==> config.mk <==
export PLATFORM = sky130hd
export DESIGN_NAME = bin2bcd_seq
export DESIGN_NICKNAME = d
export VERILOG_FILES = /design/src/rtl/bin2bcd_seq.sv
export SDC_FILE = /design/constraint.sdc
export NUM_CORES = 1
export LEC_CHECK = 0
export CAP_MARGIN = 20
export CELL_PAD_IN_SITES_DETAIL_PLACEMENT = 1
export CELL_PAD_IN_SITES_GLOBAL_PLACEMENT = 1
export CORE_ASPECT_RATIO = 0.8
export CORE_MARGIN = 2
export CORE_UTILIZATION = 46
export CTS_CLUSTER_DIAMETER = 150
export CTS_CLUSTER_SIZE = 16
export DETAILED_ROUTE_END_ITERATION = 6
export PLACE_DENSITY_LB_ADDON = 0.3
export SLEW_MARGIN = 25
export SYNTH_ARGS = -nofsm -noshare
export SYNTH_HDL_FRONTEND = slang
export SYNTH_SLANG_ARGS = --single-unit
==> constraint.sdc <==
create_clock -name clk -period 3.9 [get_ports clk]
set_input_delay 0.39 -clock clk [delete_from_list [all_inputs] [get_ports clk]]
set_output_delay 0.39 -clock clk [all_outputs]
set_load 0.05 [all_outputs]
==> src/rtl/bin2bcd_seq.sv <==
// Sequential binary-to-BCD converter (double dabble, one bit per clock) with start/done handshake.
// Optional leading-zero blanking output enabled by defining BIN2BCD_SEQ_BLANK_EN.
module bin2bcd_seq #(
    parameter int unsigned BIN_W  = 8,
    parameter int unsigned DIGITS = 3
) (
    input  logic                  clk,
    input  logic                  rst_n,
    input  logic                  start,
    input  logic [BIN_W-1:0]      bin_in,
    output logic                  busy,
    output logic                  done,
    output logic [4*DIGITS-1:0]   bcd_out,
    output logic                  overflow
`ifdef BIN2BCD_SEQ_BLANK_EN
    ,
    output logic [DIGITS-1:0]     blank
`endif
);

    localparam int unsigned BCD_W = 4 * DIGITS;
    localparam int unsigned CNT_W = $clog2(BIN_W + 1);

    typedef enum logic [1:0] {
        S_IDLE,
        S_SHIFT,
        S_FINISH
    } state_t;

    state_t             state_q, state_d;
    logic [CNT_W-1:0]   cnt_q, cnt_d;
    logic [BIN_W-1:0]   bin_q, bin_d;
    logic [BCD_W-1:0]   work_q, work_d;
    logic               ovf_work_q, ovf_work_d;
    logic               busy_q, busy_d;
    logic               done_q, done_d;
    logic [BCD_W-1:0]   bcd_q, bcd_d;
    logic               ovf_q, ovf_d;
    logic [BCD_W-1:0]   adj_c;

    // Add-3 correction on every digit of the work register; digits are independent.
    always_comb begin
        adj_c = '0;
        for (int i = 0; i < int'(DIGITS); i++) begin
            if (work_q[4*i +: 4] >= 4'd5) begin
                adj_c[4*i +: 4] = work_q[4*i +: 4] + 4'd3;
            end else begin
                adj_c[4*i +: 4] = work_q[4*i +: 4];
            end
        end
    end

`ifdef BIN2BCD_SEQ_BLANK_EN
    logic [DIGITS-1:0]  blank_q, blank_d;
    logic [DIGITS-1:0]  blank_c;

    // A digit blanks when it and every higher digit are zero; the units digit always shows.
    always_comb begin
        logic zero_above;
        zero_above = 1'b1;
        blank_c    = '0;
        for (int i = int'(DIGITS) - 1; i >= 0; i--) begin
            zero_above = zero_above & (work_q[4*i +: 4] == 4'd0);
            blank_c[i] = zero_above;
        end
        blank_c[0] = 1'b0;
        if (ovf_work_q) begin
            blank_c = '0;
        end
    end
`endif

    // Next-state and next-output logic.
    always_comb begin
        state_d    = state_q;
        cnt_d      = cnt_q;
        bin_d      = bin_q;
        work_d     = work_q;
        ovf_work_d = ovf_work_q;
        busy_d     = busy_q;
        done_d     = 1'b0;
        bcd_d      = bcd_q;
        ovf_d      = ovf_q;
`ifdef BIN2BCD_SEQ_BLANK_EN
        blank_d    = blank_q;
`endif
        case (state_q)
            S_IDLE: begin
                if (start) begin
                    bin_d      = bin_in;
                    work_d     = '0;
                    ovf_work_d = 1'b0;
                    cnt_d      = CNT_W'(BIN_W);
                    busy_d     = 1'b1;
                    state_d    = S_SHIFT;
                end
            end
            S_SHIFT: begin
                work_d     = {adj_c[BCD_W-2:0], bin_q[BIN_W-1]};
                bin_d      = {bin_q[BIN_W-2:0], 1'b0};
                ovf_work_d = ovf_work_q | adj_c[BCD_W-1];
                cnt_d      = cnt_q - CNT_W'(1);
                if (cnt_q == CNT_W'(1)) begin
                    state_d = S_FINISH;
                end
            end
            S_FINISH: begin
                bcd_d   = work_q;
                ovf_d   = ovf_work_q;
                done_d  = 1'b1;
                busy_d  = 1'b0;
`ifdef BIN2BCD_SEQ_BLANK_EN
                blank_d = blank_c;
`endif
                state_d = S_IDLE;
            end
            default: begin
                state_d = S_IDLE;
            end
        endcase
    end

    always_ff @(posedge clk or negedge rst_n) begin
        if (!rst_n) begin
            state_q    <= S_IDLE;
            cnt_q      <= '0;
            bin_q      <= '0;
            work_q     <= '0;
            ovf_work_q <= 1'b0;
            busy_q     <= 1'b0;
            done_q     <= 1'b0;
            bcd_q      <= '0;
            ovf_q      <= 1'b0;
`ifdef BIN2BCD_SEQ_BLANK_EN
            blank_q    <= '0;
`endif
        end else begin
            state_q    <= state_d;
            cnt_q      <= cnt_d;
            bin_q      <= bin_d;
            work_q     <= work_d;
            ovf_work_q <= ovf_work_d;
            busy_q     <= busy_d;
            done_q     <= done_d;
            bcd_q      <= bcd_d;
            ovf_q      <= ovf_d;
`ifdef BIN2BCD_SEQ_BLANK_EN
            blank_q    <= blank_d;
`endif
        end
    end

    assign busy     = busy_q;
    assign done     = done_q;
    assign bcd_out  = bcd_q;
    assign overflow = ovf_q;
`ifdef BIN2BCD_SEQ_BLANK_EN
    assign blank    = blank_q;
`endif

endmodule

Word level (Yosys, flattened, before mapping):

Index checks and enable logic that the tools add are counted.

* bits in registers: 42
* bits of input ports: 11
* logic and storage cells: 45

* $add $sub $neg: 4
* $lt $le $gt $ge: 3
* eq/ne operators: 5
* multiplexer cells: 17
* bitwise gates (word level): 1
* reduce and logical (&&, ||, !) cells: 6

Operators with widths (count)
* 12-bit one-hot mux with 2 select lines: 1
* 4-bit 2-to-1 mux: 4
* 8-bit one-hot mux with 2 select lines: 1
* 4-bit by 2-bit adder with 4-bit output (second input constant): 3
* 4-bit by 3-bit >= comparator with 1-bit output (second input constant): 3
* 12-bit 2-to-1 mux: 1
* 8-bit 2-to-1 mux: 1
* 4-bit one-hot mux with 2 select lines: 1
* 2-bit AND reduction: 3
* 4-bit by 1-bit == test with 1-bit output (second input constant): 1
* 2-bit 2-to-1 mux: 2
* 2-bit inequality test (second input constant): 2
* 1-bit one-hot mux with 2 select lines: 2
* 2-bit one-hot mux with 2 select lines: 1
* 2-bit nonzero test: 2
* 4-bit by 1-bit subtractor with 4-bit output (second input constant): 1
* 1-bit 2-to-1 mux: 3
* 2-bit by 1-bit == test with 1-bit output (second input constant): 1
* 2-bit == test (second input constant): 1
* 2-bit logical NOT: 1
* 1-bit OR: 1

Logic depth before layout (Yosys ltp):

* depth after elaboration: 4
* depth in mapped cells: 6
* gate-level depth less buffers: 6

Worst setup path before layout:

Ideal clock, no wire load.

* path kind: register to register
* start point: reg work_q[8]
* end point: reg work_q[10]
* library setup time: 0.121 ns
* data arrival time: 1.270 ns
* required time: 3.779 ns
* slack: 2.509 ns
* stages on the path, launching flop included: 7
* buffers on the path: 0
* cell sequence: dfrtp_1 > inv_1 > ha_1 > nand2b_1 > a21oi_1 > mux2i_1 > a22o_1

* longest elaborated chain between the ends: 3
* elaborated cells between the ends (all ways): 4
* those cells by class: add/sub: 1; order compare: 1; mux: 2

Ends and longest elaborated chain
* start: declaration: line 33 `logic [BCD_W-1:0] work_q, work_d;`
* start signal: assignment: line 141 `work_q <= work_d;`
* 4-bit by 2-bit adder with 4-bit output or 4-bit by 3-bit >= comparator with 1-bit output (tied branches): line 46, 45
* 4-bit 2-to-1 mux (*): line 45 `if (work_q[4*i +: 4] >= 4'd5) begin`
* 12-bit one-hot mux with 2 select lines (*): line 87 `case (state_q)`

Every way passes the cells marked *; elsewhere a longest branch is shown, timed or not.
A chain may end at the register's enable or synchronous reset.

Worst setup path in the final report:

* start point: reg busy_q, in the netlist busy
* end point: out busy

RTL lines
* start: declaration: line 35 `logic busy_q, busy_d;`
* start signal: assignment: line 143 `busy_q <= busy_d;`
* end: declaration: line 11 `output logic busy,`

No word-level cell between the ends.

==> flow_summary_export.csv <==
group,metric,value,unit
critical_path,critPathTopFamily,"buffers and inverters",
sta,worstMarginPinSlew,925,ps
global_route,grt_pass1_wl,7340,µm
synthesis,synth.avg_cell_area,10.9,µm²
critical_path,cp_max_fo,2,
critical_path,crit_path_end_kind,"primary output",
clock_network,cts_tree,"built",
clock_network,clkTransAtPathRegs,80,ps
sta,slew_viol_final,0,
synthesis,synth_nets,199,
floorplan,core,4130,µm²
critical_path,critPathLaunchType,"register",
synthesis,syn_area,1960,µm²
clock_network,post_cts_resized,0,
critical_path,critPathLaunch,"busy",
floorplan,initial_core_util,0.474,
global_route,grt_max_degree,43,
placement,port_buffers,25,
synthesis,synth_most_common_cell,"dfrtp_1",
clock_network,cts_buffers,5,
sta,fin_crit_sh,0.476,
floorplan,die_h,62.3,µm
synthesis,ys_seq_elements,42,
clock_network,ctsHoldBuffers,0,
critical_path,worst_ep_required_time,3510,ps
floorplan,rows,21,
floorplan,fp.dieW,76.9,µm
sta,setup_viol,0,
power_and_ir_drop,power_density,886,nW/µm²
power_and_ir_drop,leakagePower,1.07,nW
synthesis,yosysSeqAreaShare,0.537,
synthesis,yosys.cell_types.count,33,
status,outcome,"finished clean",
flow_run,cap_violations,0,
cells_and_area,drive_gt1_frac,0.121,
global_route,busiest_layer,"met2",
global_route,grt_util_met3,0.0523,
sta,fmax,0.539,GHz
detailed_routing,drtPass1Iterations,4,
critical_path,critPathBufInv,1,
critical_path,timing.rr.start,"state_q[0]",
detailed_routing,routedWlPerCell,15.6,µm
detailed_routing,num_vias,1385,
placement,hpwl,2880,µm
synthesis,synth_warnings,0,
floorplan,io_pins,26,
synthesis,async_flop_share,1.00,
cells_and_area,syn2layout_area_growth,18.6,%
sta,finClkSkew,7.97,ps
hold_path,hold_class,"primary input to asynchronous set/reset pin",
placement,dp.cells,255,
synthesis,synthCells,180,
global_route,met2_usage,0.350,
critical_path,slowest_delay,810,ps
critical_path,path_cells,"clkdlybuf4s50_1",
synthesis,netlist_top_cells_area,"dfrtp_1 54%, nand2_1 5.9%, ha_1 5.1%, o21ai_0 4.9%, mux2_2 3.5%",
sta,tns,0,ps
placement,gp_congestion,0.709,
global_route,antenna_found_initial,0,
detailed_routing,routed_wl,4110,µm
global_route,first_global_vias,1534,
clock_network,root_buffer,"clkbuf_8",
global_route,globalRoute.totalOverflow,0,
detailed_routing,drc,0,
power_and_ir_drop,total_power,2.06,mW
clock_network,clk_latency,300,ps
synthesis,yosys.area.top_type,"dfrtp_1",
power_and_ir_drop,ir_drop,0.000541,V
cells_and_area,antenna_cells,0,
synthesis,synth_top_area_share,0.537,
clock_network,clockBufferDepth,2,
clock_network,cts_setup_buffers,0,
critical_path,cp_slowest_cell,"clkdlybuf4s50_1",
cells_and_area,final_net_count,224,
synthesis,synth_ff_type,"dfrtp_1",
sta,finalHoldViolations,0,
detailed_routing,first_iter_violations,69,
sta,max_slew_margin,0.381,
synthesis,synth_commonest_cells,"42 x dfrtp_1, 31 x nand2_1, 19 x o21ai_0",
cells_and_area,fin_cells,263,
sta,fin_crit,1860,ps
clock_network,cts_num_sinks,42,
floorplan,die-area,4790,µm²
critical_path,crit_arrival,1470,ps
sta,rsz0062_at_grt,"false",
global_route,use_met1,0.225,
global_route,track_usage,0.196,
critical_path,setup.worst_path.class,"register to primary output",
detailed_routing,viasPerCell,5.27,
detailed_routing,ant_nets,0,
synthesis,synth_edf_count,0,
clock_network,htree_levels,2,
==> worst paths after layout <==
kind | slack, ps | end | cells after the start
setup / recovery | 2040 | busy | 1
setup reg to reg | 2060 | work_q[3] | 4
min in group clk | 480 | bin_q[6] | 2
hold / removal | 70 | done | 1
max in group asynchronous | 3460 | bin_q[6] | 1
hold reg to reg | 480 | bin_q[6] | 2
==> cell type report <==
| type | count | area [µm²] |
|---|---|---|
| Fill cell | 456 | 1800 |
| Sequential cell | 42 | 1050 |
| Multi-Input combinational cell | 120 | 803 |
| Timing Repair Buffer | 25 | 248 |
| Clock buffer | 7 | 76.3 |
| Tap cell | 57 | 71.3 |
| Inverter | 11 | 41.3 |
| Clock inverter | 1 | 30.0 |
==> flip-flops by register name, summed over array words and instances (netlist names), 2 cells and up <==
name,cells
state_q,2
bcd_out,12
work_q,12
bin_q,8
cnt_q,4
==> metrics by stage <==
step	setup WS [ps]	utilization	cell area (µm²)	hold slack (ps)
after global routing	1890	0.563	2320	106
after floorplan	2510	-	1960	94.4
after detailed placement	1760	0.536	2210	464
after global placement	1870	0.536	2210	462
after CTS	2010	0.562	2320	267
final	2040	0.563	2320	65.7
==> cell usage in the layout, fill, tap and decap left out, types with 5 or more instances in the layout <==
cell type and count:
ha_1 8, mux2_2 6, nand3_1 5, inv_1 11, clkbuf_8 5, a22oi_1 6, clkdlybuf4s50_1 24, o21ai_0 19
dfrtp_1 42, nand2_1 31
==> power breakdown <==
part	total, mW	leakage, nW	internal, mW	switching (mW)
registers	0.758	0.539	0.612	0.147
logic	0.957	0.478	0.359	0.598
clock network	0.341	0.0524	0.192	0.149
==> cell families (layout without fill, tap and decap cells) <==
group           Yosys count  count (layout)  share of synthesized area
flops                    42              42                      0.537
compound gates           41              41                      0.134
xor+xnor                  6               6                     0.0269
buf+inv                  18              44                     0.0524
mux                       9               9                     0.0499
simple gates             56              56                      0.148
fa+ha+maj                 8               8                     0.0512
==> per-layer routing <==
layer / vias to the layer above / share of wire
met2: 30 / 0.52
met1: 691 / 0.43
met5: - / 0
met4: 0 / 0.014
li1: 656 / -
met3: 8 / 0.040
==> worst register-to-register path, cell delays in order (launching register included) <==
cell	delay, ps
dfrtp_1	440
nor2b_2	790
nor2_8	180
o21ai_0	250
nand2_1	70
(Power assumes the default switching activity.)
